===== config.mk =====
export PLATFORM = sky130hd
export DESIGN_NAME = ps2_keyboard_host_ctrl_flat
export DESIGN_NICKNAME = d
export VERILOG_FILES = /design/src/rtl/ps2_keyboard_host_ctrl_if.sv /design/src/rtl/ps2_keyboard_host_ctrl.sv /design/src/flat_wrapper.sv
export SDC_FILE = /design/constraint.sdc
export NUM_CORES = 1
export LEC_CHECK = 0
export CORE_MARGIN = 3
export CORE_UTILIZATION = 54
export DETAILED_ROUTE_END_ITERATION = 16
export GPL_TIMING_DRIVEN = 0
export PLACE_DENSITY = 0.79
export REMOVE_ABC_BUFFERS = 1
export SYNTH_ARGS = -nofsm -noshare
export SYNTH_HDL_FRONTEND = slang
export SYNTH_SLANG_ARGS = --single-unit

===== constraint.sdc =====
create_clock -name clk -period 2.6 [get_ports clk]
set_clock_uncertainty 0.2 [all_clocks]
set_input_delay 0.52 -clock clk [delete_from_list [all_inputs] [get_ports clk]]
set_output_delay 0.52 -clock clk [all_outputs]
set_load 0.02 [all_outputs]

===== src/rtl/ps2_keyboard_host_ctrl_if.sv =====
// Signal bundle between the PS/2 host sequencer and its surroundings
// (byte receiver/transmitter, key memory, LED request source).
interface ps2_keyboard_host_ctrl_if;
    logic [7:0] rxByte;
    logic       rxValid;
    logic [7:0] txByte;
    logic       txStart;
    logic       txBusy;
    logic [7:0] scanCode;
    logic       scanCodeReady;
    logic       ledReq;
    logic [2:0] ledState;
    logic       initDone;
    logic       initError;

    modport master (
        input  rxByte, rxValid, txBusy, ledReq, ledState,
        output txByte, txStart, scanCode, scanCodeReady, initDone, initError
    );

    modport slave (
        output rxByte, rxValid, txBusy, ledReq, ledState,
        input  txByte, txStart, scanCode, scanCodeReady, initDone, initError
    );
endinterface


===== src/rtl/ps2_keyboard_host_ctrl.sv =====
// PS/2 keyboard host sequencer: reset/BAT handshake, LED updates with
// resend/timeout retries, and filtering of protocol bytes from scan codes.
module ps2_keyboard_host_ctrl #(
    parameter int TIMEOUT_CYCLES = 50000000,
    parameter int MAX_RETRIES    = 3
) (
    input logic                     clk,
    input logic                     rst,
    ps2_keyboard_host_ctrl_if.master bus
);

    localparam int TMO_W   = $clog2(TIMEOUT_CYCLES);
    localparam int RETRY_W = $clog2(MAX_RETRIES + 1);
    localparam logic [TMO_W-1:0]   TMO_LAST  = TMO_W'(TIMEOUT_CYCLES - 1);
    localparam logic [RETRY_W-1:0] RETRY_MAX = RETRY_W'(MAX_RETRIES);

    localparam logic [7:0] CMD_RESET  = 8'hFF;
    localparam logic [7:0] CMD_LED    = 8'hED;
    localparam logic [7:0] RSP_ACK    = 8'hFA;
    localparam logic [7:0] RSP_RESEND = 8'hFE;
    localparam logic [7:0] RSP_ECHO   = 8'hEE;
    localparam logic [7:0] BAT_OK     = 8'hAA;
    localparam logic [7:0] BAT_FAIL   = 8'hFC;

    typedef enum logic [3:0] {
        RST_SEND, RST_ACK, RST_BAT, RUN,
        LED_CMD, LED_ACK1, LED_VAL, LED_ACK2, ERROR
    } state_t;

    state_t             state_q, state_n;
    logic [TMO_W-1:0]   tmo_q, tmo_n;
    logic [RETRY_W-1:0] retry_q, retry_n;
    logic               led_pending_q, led_pending_n;
    logic [2:0]         led_shadow_q, led_shadow_n;
    logic               tx_start_q, tx_start_n;
    logic [7:0]         tx_byte_q, tx_byte_n;
    logic [7:0]         scan_code_q, scan_code_n;
    logic               scan_ready_q, scan_ready_n;
    logic               init_done_q, init_done_n;
    logic               init_error_q, init_error_n;
    logic               resend;

    always_comb begin
        // NOTE: every signal written here gets a default first, so no path can infer a latch.
        state_n       = state_q;
        tmo_n         = '0;
        retry_n       = retry_q;
        led_pending_n = led_pending_q | bus.ledReq;
        led_shadow_n  = led_shadow_q;
        tx_start_n    = 1'b0;
        tx_byte_n     = tx_byte_q;
        scan_code_n   = scan_code_q;
        scan_ready_n  = 1'b0;
        resend        = 1'b0;

        unique case (state_q)
            RST_SEND, LED_CMD, LED_VAL: begin
                if (!bus.txBusy) begin
                    tx_start_n = 1'b1;
                    tx_byte_n  = (state_q == RST_SEND) ? CMD_RESET :
                                 (state_q == LED_CMD)  ? CMD_LED   : {5'b0, led_shadow_q};
                    state_n    = (state_q == RST_SEND) ? RST_ACK  :
                                 (state_q == LED_CMD)  ? LED_ACK1 : LED_ACK2;
                end
            end
            RST_ACK, LED_ACK1, LED_ACK2: begin
                if (bus.rxValid && bus.rxByte == RSP_ACK) begin
                    retry_n = '0;
                    state_n = (state_q == RST_ACK)  ? RST_BAT :
                              (state_q == LED_ACK1) ? LED_VAL : RUN;
                end else if ((bus.rxValid && bus.rxByte == RSP_RESEND) || tmo_q == TMO_LAST) begin
                    resend = 1'b1;
                end
            end
            RST_BAT: begin
                if (bus.rxValid && bus.rxByte == BAT_OK)        state_n = RUN;
                else if (bus.rxValid && bus.rxByte == BAT_FAIL) state_n = ERROR;
                else if (tmo_q == TMO_LAST)                     resend  = 1'b1;
            end
            RUN: begin
                if (bus.rxValid) begin
                    // Hot-plugged keyboard reports BAT again; its LEDs must be restored.
                    if (bus.rxByte == BAT_OK) begin
                        led_pending_n = 1'b1;
                    end else if (bus.rxByte != RSP_ACK && bus.rxByte != RSP_RESEND &&
                                 bus.rxByte != RSP_ECHO) begin
                        scan_code_n  = bus.rxByte;
                        scan_ready_n = 1'b1;
                    end
                end else if (led_pending_q) begin
                    led_shadow_n  = bus.ledState;
                    led_pending_n = 1'b0;
                    state_n       = LED_CMD;
                end
            end
            default: ;
        endcase

        if (resend) begin
            if (retry_q == RETRY_MAX) begin
                state_n = ERROR;
            end else begin
                retry_n = retry_q + 1'b1;
                state_n = (state_q == LED_ACK1) ? LED_CMD :
                          (state_q == LED_ACK2) ? LED_VAL : RST_SEND;
            end
        end

        // Counter restarts on any state change, so each wait gets a full window.
        if (state_n == state_q)
            tmo_n = (tmo_q == TMO_LAST) ? tmo_q : tmo_q + 1'b1;

        init_done_n  = state_n inside {RUN, LED_CMD, LED_ACK1, LED_VAL, LED_ACK2};
        init_error_n = (state_n == ERROR);
    end

    always_ff @(posedge clk) begin
        // NOTE: sequential state uses non-blocking assignments so all registers update together.
        if (rst) begin
            state_q       <= RST_SEND;
            tmo_q         <= '0;
            retry_q       <= '0;
            led_pending_q <= 1'b1;
            led_shadow_q  <= '0;
            tx_start_q    <= 1'b0;
            tx_byte_q     <= '0;
            scan_code_q   <= '0;
            scan_ready_q  <= 1'b0;
            init_done_q   <= 1'b0;
            init_error_q  <= 1'b0;
        end else begin
            state_q       <= state_n;
            tmo_q         <= tmo_n;
            retry_q       <= retry_n;
            led_pending_q <= led_pending_n;
            led_shadow_q  <= led_shadow_n;
            tx_start_q    <= tx_start_n;
            tx_byte_q     <= tx_byte_n;
            scan_code_q   <= scan_code_n;
            scan_ready_q  <= scan_ready_n;
            init_done_q   <= init_done_n;
            init_error_q  <= init_error_n;
        end
    end

    assign bus.txStart       = tx_start_q;
    assign bus.txByte        = tx_byte_q;
    assign bus.scanCode      = scan_code_q;
    assign bus.scanCodeReady = scan_ready_q;
    assign bus.initDone      = init_done_q;
    assign bus.initError     = init_error_q;

endmodule


===== src/flat_wrapper.sv =====
// flat-port wrapper written by rule: the top's interface ports become plain ports
module ps2_keyboard_host_ctrl_flat 
#(
    parameter int TIMEOUT_CYCLES = 50000000,
    parameter int MAX_RETRIES    = 3
)
  (clk, rst, bus_rxByte, bus_rxValid, bus_txBusy, bus_ledReq, bus_ledState, bus_txByte, bus_txStart, bus_scanCode, bus_scanCodeReady, bus_initDone, bus_initError);
  ps2_keyboard_host_ctrl_if bus_i ();
  input logic clk;
  input logic rst;
  input wire logic [$bits(bus_i.rxByte)-1:0] bus_rxByte;
  input wire logic [$bits(bus_i.rxValid)-1:0] bus_rxValid;
  input wire logic [$bits(bus_i.txBusy)-1:0] bus_txBusy;
  input wire logic [$bits(bus_i.ledReq)-1:0] bus_ledReq;
  input wire logic [$bits(bus_i.ledState)-1:0] bus_ledState;
  output wire logic [$bits(bus_i.txByte)-1:0] bus_txByte;
  output wire logic [$bits(bus_i.txStart)-1:0] bus_txStart;
  output wire logic [$bits(bus_i.scanCode)-1:0] bus_scanCode;
  output wire logic [$bits(bus_i.scanCodeReady)-1:0] bus_scanCodeReady;
  output wire logic [$bits(bus_i.initDone)-1:0] bus_initDone;
  output wire logic [$bits(bus_i.initError)-1:0] bus_initError;
  assign bus_i.rxByte = bus_rxByte;
  assign bus_i.rxValid = bus_rxValid;
  assign bus_i.txBusy = bus_txBusy;
  assign bus_i.ledReq = bus_ledReq;
  assign bus_i.ledState = bus_ledState;
  assign bus_txByte = bus_i.txByte;
  assign bus_txStart = bus_i.txStart;
  assign bus_scanCode = bus_i.scanCode;
  assign bus_scanCodeReady = bus_i.scanCodeReady;
  assign bus_initDone = bus_i.initDone;
  assign bus_initError = bus_i.initError;
  ps2_keyboard_host_ctrl #(.TIMEOUT_CYCLES(TIMEOUT_CYCLES), .MAX_RETRIES(MAX_RETRIES)) u_core (.clk(clk), .rst(rst), .bus(bus_i));
endmodule

* Word-level counts from Yosys, hierarchy flattened
Index checks and enable logic that the tools add are counted.
** Word-level totals
- Flip-flop bits (word level) :: 56
- Bits of input ports :: 16
- Output and inout bits :: 20
- Word-level logic and storage cells :: 93
** Cells by class
- Add/sub/neg operators :: 2
- Equality and inequality tests :: 23
- Multiplexer cells :: 33
- Bitwise gates (word level) :: 7
- Reductions and logical operators :: 17
** Operators by type and width (count)
- 4-bit 2-to-1 mux :: 11
- 4-bit by 3-bit == test with 1-bit output, second input constant :: 8
- 8-bit == test, second input constant :: 4
- 26-bit by 1-bit adder with 26-bit output, second input constant :: 1
- 26-bit == test, second input constant :: 1
- 8-bit inequality test, second input constant :: 3
- 8-bit 2-to-1 mux :: 2
- 4-bit case mux with 4 select lines :: 1
- 4-bit by 2-bit == test with 1-bit output, second input constant :: 3
- 1-bit 2-to-1 mux :: 11
- 2-bit 2-to-1 mux :: 5
- 1-bit logical AND :: 6
- 3-bit 2-to-1 mux :: 2
- 1-bit inverter :: 6
- 3-bit OR reduction :: 2
- 5-bit nonzero test :: 1
- 4-bit by 1-bit == test with 1-bit output, second input constant :: 1
- 4-bit == test :: 1
- 4-bit == test, second input constant :: 1
- 4-bit logical NOT :: 1
- 4-bit AND reduction :: 1
- 2-bit OR reduction :: 2
- 4-bit OR reduction :: 1
- 3-bit AND reduction :: 1
- other kinds (6) :: 6

* Depth between registers and ports, before layout
Gate-level depths: netlist of the first run.
- Depth after elaboration :: 10
- Gate-level depth with buffers :: 9
- Gate-level depth less buffers :: 7

* Least setup slack after synthesis of the first run
Ideal clock, no wire load.
- Kind :: input-to-reg
- Start point :: input bus_rxByte[2]
- End point :: register u_core.retry_q[0]
- Setup time :: 0.065 ns
- Arrival time :: 2.136 ns
- Required time :: 2.335 ns
- Slack :: 0.199 ns
- Stages :: 6
- Buffers on the path :: 0
- Path through :: or4b_1 a211o_1 a32o_1 o211ai_1 mux2_2 nor2_1
** Between the ends
- Cells in the longest elaborated chain, start to end :: 7
- Elaborated cells on any way between the ends :: 18
- Those cells by class :: eq/ne: 4; mux: 9; reduce/logical: 5
** Ends and longest elaborated chain
- start: declaration :: line flat_wrapper.sv:11 : input wire logic [$bits(bus_i.rxByte)-1:0] bus_rxByte;
- 8-bit == test :: line ps2_keyboard_host_ctrl.sv:71 : end else if ((bus.rxValid && bus.rxByte == RSP_RESEND) || tmo_q == TMO_LAST) begin
- 1-bit logical AND :: line ps2_keyboard_host_ctrl.sv:71
- 1-bit logical OR :: line ps2_keyboard_host_ctrl.sv:71
- 1-bit 2-to-1 mux :: line ps2_keyboard_host_ctrl.sv:71
- 1-bit 2-to-1 mux :: line ps2_keyboard_host_ctrl.sv:67 : if (bus.rxValid && bus.rxByte == RSP_ACK) begin
- 1-bit case mux with 2 select lines :: line ps2_keyboard_host_ctrl.sv:56 : unique case (state_q)
- 2-bit 2-to-1 mux (*) :: line ps2_keyboard_host_ctrl.sv:99 : if (resend) begin
- end signal: assignment :: line ps2_keyboard_host_ctrl.sv:134 : retry_q <= retry_n;
- end: declaration :: line ps2_keyboard_host_ctrl.sv:32 : logic [RETRY_W-1:0] retry_q, retry_n;
Mark *: on every way between the ends. The rest lies on a longest branch, timed or not.
A chain may end at the register's enable or synchronous reset.

* Worst setup path after layout of the first run
- Start point :: input bus_rxByte[6]
- End point :: register u_core.init_error_q (netlist: u_core.bus.initError)
** Between the ends
- Cells in the longest elaborated chain, start to end :: 8
- Elaborated cells on any way between the ends :: 20
- Those cells by class :: eq/ne: 5; mux: 10; reduce/logical: 5
** Ends and longest elaborated chain
- 8-bit == test :: line ps2_keyboard_host_ctrl.sv:71
- 1-bit logical AND :: line ps2_keyboard_host_ctrl.sv:71
- 1-bit logical OR :: line ps2_keyboard_host_ctrl.sv:71
- 1-bit 2-to-1 mux :: line ps2_keyboard_host_ctrl.sv:71
- 1-bit 2-to-1 mux :: line ps2_keyboard_host_ctrl.sv:67
- 1-bit case mux with 2 select lines :: line ps2_keyboard_host_ctrl.sv:56
- 4-bit 2-to-1 mux (*) :: line ps2_keyboard_host_ctrl.sv:99
- 4-bit == test (*) :: line ps2_keyboard_host_ctrl.sv:114 : init_error_n = (state_n == ERROR);
- end signal: assignment :: line ps2_keyboard_host_ctrl.sv:142 : init_error_q <= init_error_n;
- end: declaration :: line ps2_keyboard_host_ctrl.sv:40 : logic init_error_q, init_error_n;
Marks and branches as above.

==> summary.txt, run 1 <==
Run status
  • Status: complete, no violations

Final layout
  • Final nets: ~350
  • Post-route non-filler standard cell count: 386
  • Number of diodes: 0
  • Area Growth Syn to Fin: 25.2%
  • Post-Route Utilization: 0.723
  • Share of layout cells above drive strength 1: 0.180

Min path
  • Worst Hold Class: flop to flop

Timing
  • Final setup viols: 0
  • Measured slew at the worst slew-check pin: about 1.0 ns
  • Final period util: 0.964
  • Setup TNS: 0 ns
  • Slew margin rel.: 0.318
  • Final Critical Period: 2.51 ns
  • Final hold violation count: 0
  • Max-slew violations: 0
  • Hold_ws: between 0.2 and 0.3 ns
  • Fmax: around 400 MHz

Placement
  • IO buf count: 35
  • Final GP Congestion: roughly 0.81
  • DP HPWL: about 3.6 mm
  • Post-Place Cells: 370

Synthesis
  • Synth Instances: 298
  • YS warnings: 0
  • FFs w/ async S/R, synth: 0
  • Synthesized area: 0.00260 mm2
  • Avg Cell Area, Syn: 8.72 um2
  • Distinct cells, synth: 52
  • Area leader, netlist: dfxtp_1
  • Main synth FF type: dfxtp_1
  • Synthesis-stage register bit count: 53
  • Seq/Total Area, Yosys: 0.408
  • Post-synth EDFFs: 0
  • Area contributors post-synth: dfxtp_1 (41%), xor2_1 (6.4%), nor2_1 (5.2%), nor2_2 (4.8%), mux2i_1 (4.6%)
  • Top cell type's share of synthesized area: 0.408

Power and ir drop
  • Switching share of power: 0.225
  • Worst IR drop on VDD: 0.352 mV
  • Logic gate share of total power: 0.099
  • Power Dens Cells: about 480 mW/mm2
  • Clock share of power: 0.365
  • Sw Pwr: roughly 0.35 mW
  • Pint: 1.21 mW
  • Sequential power share: 0.536
  • Lkg Pwr: roughly 1.1 nW

Routing
  • Post-Route WL: roughly 5.6 mm
  • Via count: approximately 2200
  • DR WL/cell: roughly 15 um
  • DR vias/cell: around 5.8
  • Antenna violation net count after detailed routing: 0
  • DRT Pass-1 Iters: 4
  • Drt drc: 0
  • First-iteration detailed-routing DRC count: around 200

Clocking
  • CTS clk-pin slew, worst paths: roughly 0.090 ns
  • Clock Latency Late Sink: 0.30 ns
  • # hold bufs at CTS: 0
  • Max clock buf depth: 2
  • Clock Sink Count: 53
  • CTS tree: done
  • Total CTS buffers: 5
  • Clk root buf: clkbuf_8
  • CTS H-tree lvls: 2

Global routing
  • Gr ovfl total: 0
  • Largest net degree at the start of global routing: 29
  • Initial antenna violation count: 0
  • GRT Util Overall: 0.205
  • Vias in the first global route: between 2000 and 2500
  • First-pass GRT wire length: between 9 and 10 mm

Die
  • Die area: roughly 0.0057 mm2
  • # rows: 24
  • Chip Height: between 70 and 80 um
  • Starting Density: 0.577
  • Die W: roughly 75 um
  • Core area: approximately 0.0045 mm2
  • Num ports: 36

Critical path
  • WS Path Type: primary input to flop
  • Critical Path End Type: flop
  • Cell Chain, Critical Path: dlygate4sd2_1, or4b_1, a211o_1, a32o_2, o21ai_4, mux2i_2, and4_1
  • Max stage delay on crit path: ~0.48 ns
  • Maximum fanout along the worst path: 7
  • Worst setup SP type: primary input
  • Arr. time, crit path: 2.56 ns
  • Slowest CP cell: or4b_1
  • Worst EP required: 2.65 ns

Flow run
  • Max cap viols: 0
## cell usage after synthesis, types with 2 or more instances
cell and number:
a21oi_1 9, o21ai_0 4, nand4_1 10, nor3_1 9
inv_1 7, nor2_1 36, and4_1 4, buf_2 2
buf_6 2, ha_1 2, o21a_1 3, nor2_2 20
o31a_1 2, clkbuf_1 5, and3_1 5, dfxtp_1 53
nor2b_1 4, xnor2_1 6, xor2_1 19, mux2i_1 12
nand2b_1 4, a211oi_1 2, nor4_1 7, buf_4 4
nand3_1 17, a31oi_1 2, nand2_1 23
## critical path: cells and delay by family
family,cells,cell delay (ns)
compound gates,3,0.78
simple gates,2,0.68
buf+inv,1,0.30
mux,1,0.29
## logic make-up (layout without fill, tap and decap cells)
logic type | count (synthesis) | count (layout) | share of synthesized area
buffers and inverters | 22 | 57 | 0.0448
DFF | 53 | 53 | 0.408
and+or+nand+nor | 149 | 150 | 0.308
muxes | 13 | 13 | 0.0505
adders and majority gates | 2 | 2 | 0.00962
xor gates and xnor gates | 25 | 25 | 0.0842
AOI/OAI and AO/OA | 34 | 34 | 0.0943
## worst paths after layout
path / start / to / slack (ns) / cells past startpoint
max: bus_rxByte[6] / u_core.bus.initError / 0.09 / 7
min: u_core.retry_q[1] / u_core.retry_q[1] / 0.29 / 2
max reg2reg: u_core.state_q[2] / u_core.bus.initError / 0.13 / 7
min reg2reg: u_core.retry_q[1] / u_core.retry_q[1] / 0.29 / 2
## sequential cells by signal (all words and copies together), names as in the netlist
name,count
u_core.retry_q,2
u_core.bus.initDone,1
u_core.led_pending_q,1
u_core.state_q,4
u_core.bus.scanCodeReady,1
u_core.led_shadow_q,3
u_core.bus.txByte,5
u_core.bus.txStart,1
u_core.bus.scanCode,8
u_core.tmo_q,26
u_core.bus.initError,1
## cell type report
class                           instances  area [um2]
Multi-Input combinational cell        224        1570
Sequential cell                        53        1060
Inverter                                7        26.3
Tap cell                               52        65.1
Timing Repair Buffer                   42         419
Clock inverter                          1        30.0
Clock buffer                            7        86.3
Fill cell                             362        1250
## what timing repair did
item | 4_1_cts | 5_1_grt
gates cloned | 1 | 0
pin swaps | 3 | 4
buffers inserted | 4 | 3
gates resized for setup | 15 | 23
endpoints found under the setup margin | 33 | 32
## metal layers
layer	GRT usage	vias to the layer above	part of all wire
met5	0	-	0
met3	0.0356	11	0.043
met2	0.381	57	0.51
met1	0.237	1057	0.43
li1	-	1116	-
met4	0.0660	0	0.016
## per-stage QoR
step | instance area, um2 | power, mW | setup slack, ns
final | 3250 | 1.56 | 0.0940
after global placement | 2930 | 0.977 | -0.760
after CTS | 3150 | 1.57 | 0.000639
after floorplan | 2510 | 0.912 | 0.0206
after global routing | 3250 | 1.62 | -0.0256
after detailed placement | 2930 | 0.980 | -0.816
## power by group through the flow
stage | sequential [mW] | combinational, mW | clock [mW]
after floorplan | 0.863 | 0.0494 | 0
after global placement | 0.851 | 0.127 | 0
after detailed placement | 0.851 | 0.129 | 0
after CTS | 0.833 | 0.147 | 0.590
after global routing | 0.835 | 0.166 | 0.622
final | 0.833 | 0.154 | 0.568
## placed cells by master (no fill, tap or decap), types with 7 or more instances in the layout
| master | n |
|---|---|
| nor2_1 | 36 |
| nand2_1 | 23 |
| clkdlybuf4s50_1 | 25 |
| dfxtp_1 | 52 |
| nand4_1 | 10 |
| a21oi_1 | 9 |
| nand3_1 | 16 |
| mux2i_1 | 11 |
| nor2_2 | 20 |
| inv_1 | 7 |
| xor2_1 | 19 |
| nor3_1 | 8 |
Note: power is estimated with default switching activity, not from simulation.
==> run 2: changes to the inputs <==
- CORE_ASPECT_RATIO: not set -> 0.9
- CORE_MARGIN: 3 -> 4
==> summary.txt, run 2 (synthesized netlist as in run 1, its figures left out) <==
Die
  • Chip Height: 73.8 um
  • Num ports: 36
  • # rows: 23
  • Starting Density: 0.572
  • Die area: around 0.006 mm2
  • Die W: slightly above 80 um
  • Core area: about 0.0045 mm2

Global routing
  • Initial antenna violation count: 0
  • Vias in the first global route: 2085
  • Gr ovfl total: 0
  • First-pass GRT wire length: around 9.7 mm
  • Largest net degree at the start of global routing: 29
  • GRT Util Overall: 0.202

Run status
  • Status: complete, no violations

Final layout
  • Share of layout cells above drive strength 1: 0.179
  • Number of diodes: 0
  • Area Growth Syn to Fin: 25.1%
  • Post-route non-filler standard cell count: between 300 and 400
  • Design Area, Final: 0.00325 mm2
  • Commonest non-fill, non-tap cell in the layout: dfxtp_1
  • Final nets: approximately 350
  • Post-Route Utilization: 0.715
  • Most frequent cells in the layout: dfxtp_1 (53), nor2_1 (36), clkdlybuf4s50_1 (26)
  • Most flops, register: u_core.tmo_q
  • Max reg flops: 26

Power and ir drop
  • Lkg Pwr: between 1 and 1.5 nW
  • Worst IR drop on VDD: 0.364 mV
  • Power Dens Cells: roughly 480 mW/mm2

Timing
  • Final Critical Period: ~2.6 ns
  • Final hold violation count: 0
  • Fmax: between 300 and 400 MHz
  • Final setup viols: 0
  • Final period util: 0.983
  • Slew margin rel.: 0.319
  • Measured slew at the worst slew-check pin: about 1.0 ns
  • Max-slew violations: 0

Clocking
  • CTS H-tree lvls: 2
  • CTS tree: done
  • Total CTS buffers: 5
  • # hold bufs at CTS: 0
  • CTS clk-pin slew, worst paths: roughly 0.10 ns
  • Clock Sink Count: 53
  • Clock Latency Late Sink: around 0.30 ns
  • Max clock buf depth: 2
  • Clk root buf: clkbuf_8

Min path
  • Hold path depth: 2
  • Hold path start: u_core.retry_q[1]
  • Worst Hold Class: flop to flop
  • Worst Hold End: u_core.retry_q[1]

Placement
  • IO buf count: 35
  • Post-Place Cells: 380
  • DP HPWL: about 3.8 mm
  • Final GP Congestion: about 0.9
  • Area after DPL: around 0.0029 mm2

Routing
  • DR WL/cell: 14.5 um
  • First-iteration detailed-routing DRC count: 129
  • Post-Route WL: between 5 and 6 mm
  • Drt drc: 0
  • Antenna violation net count after detailed routing: 0
  • DRT Pass-1 Iters: 4
  • Via count: between 2000 and 2500
  • DR vias/cell: 5.67

Critical path
  • Critical Path End Type: flop
  • RR Endpoint: u_core.bus.initError
  • R2R cell count: 6
  • Arr. time, crit path: between 2 and 3 ns
  • Worst EP required: ~2.7 ns
  • RR Startpoint: u_core.state_q[2]
  • Maximum fanout along the worst path: 7
  • R2R setup slack: between 0.15 and 0.2 ns
  • Worst setup SP type: primary input
  • WS Path Type: primary input to flop

Flow run
  • Max cap viols: 0
## run 2: power breakdown
group | total [mW] | switching [mW] | internal (mW) | leakage (nW)
clock | 0.560 | 0.271 | 0.289 | 0.0554
combinational | 0.158 | 0.0840 | 0.0744 | 0.645
sequential | 0.833 | 0.0112 | 0.822 | 0.429
## run 2: metrics by stage
| stage | power, mW | hold WS, ns | TNS [ns] | worst slack (ns) |
|---|---|---|---|---|
| floorplan | 0.912 | 0.245 | 0 | 0.0206 |
| global placement | 0.978 | 0.264 | -21.22 | -0.750 |
| detailed placement | 0.981 | 0.275 | -22.75 | -0.791 |
| CTS | 1.56 | 0.290 | 0 | 0.00344 |
| global route | 1.62 | 0.322 | -0.0352 | -0.0206 |
| finish | 1.55 | 0.287 | 0 | 0.0445 |
## run 2: area by class of cell
cell class                 count  area (um2)
inverter                       7        26.3
fill                         365        1290
tap                           62        77.6
clock buffer                   6        72.6
clock inverter                 2        38.8
timing repair buffer          44         435
multi-input combinational    224        1540
sequential                    53        1060
## run 2: worst max-delay path, cell delays in order
cell	delay, ns
dlygate4sd2_1	0.32
or4b_1	0.47
a211o_1	0.30
a32o_2	0.31
o21ai_4	0.16
mux2i_2	0.32
and4_1	0.22
## run 2: timing repair
action                     in CTS  in global routing
setup endpoints to repair      32                 31
gates cloned                    1                  0
resized for setup              13                 20
buffers inserted                6                  3
pin swaps                       6                  5
## run 2: how the worst max path moves through the flow
stage	start	to	slack, ns	depth (start not counted)
after CTS	bus_rxByte[3]	u_core.bus.initError	0.003	7
after detailed placement	bus_rxByte[2]	u_core.tmo_q[1]	-0.79	7
after global routing	u_core.tmo_q[12]	u_core.bus.initDone	-0.02	6
after floorplan	bus_rxByte[2]	u_core.tmo_q[1]	0.02	6
after global placement	bus_rxByte[2]	u_core.tmo_q[1]	-0.75	7
final	bus_rxByte[1]	u_core.bus.initError	0.04	7
## run 2: routing by layer
layer,vias to the layer above,global-route usage,routed length (um),share of wire
li1,1117,-,-,-
met1,1069,0.263,2620,0.45
met2,63,0.342,2840,0.49
met3,6,0.0417,270,0.047
met4,0,0.0469,32,0.0056
met5,-,0,0,0
==> run 3: changes to the inputs <==
- GPL_ROUTABILITY_DRIVEN: not set -> 0
==> results of run 3 <==
No change in the layout: final DEF, timing and power equal those of run 2.
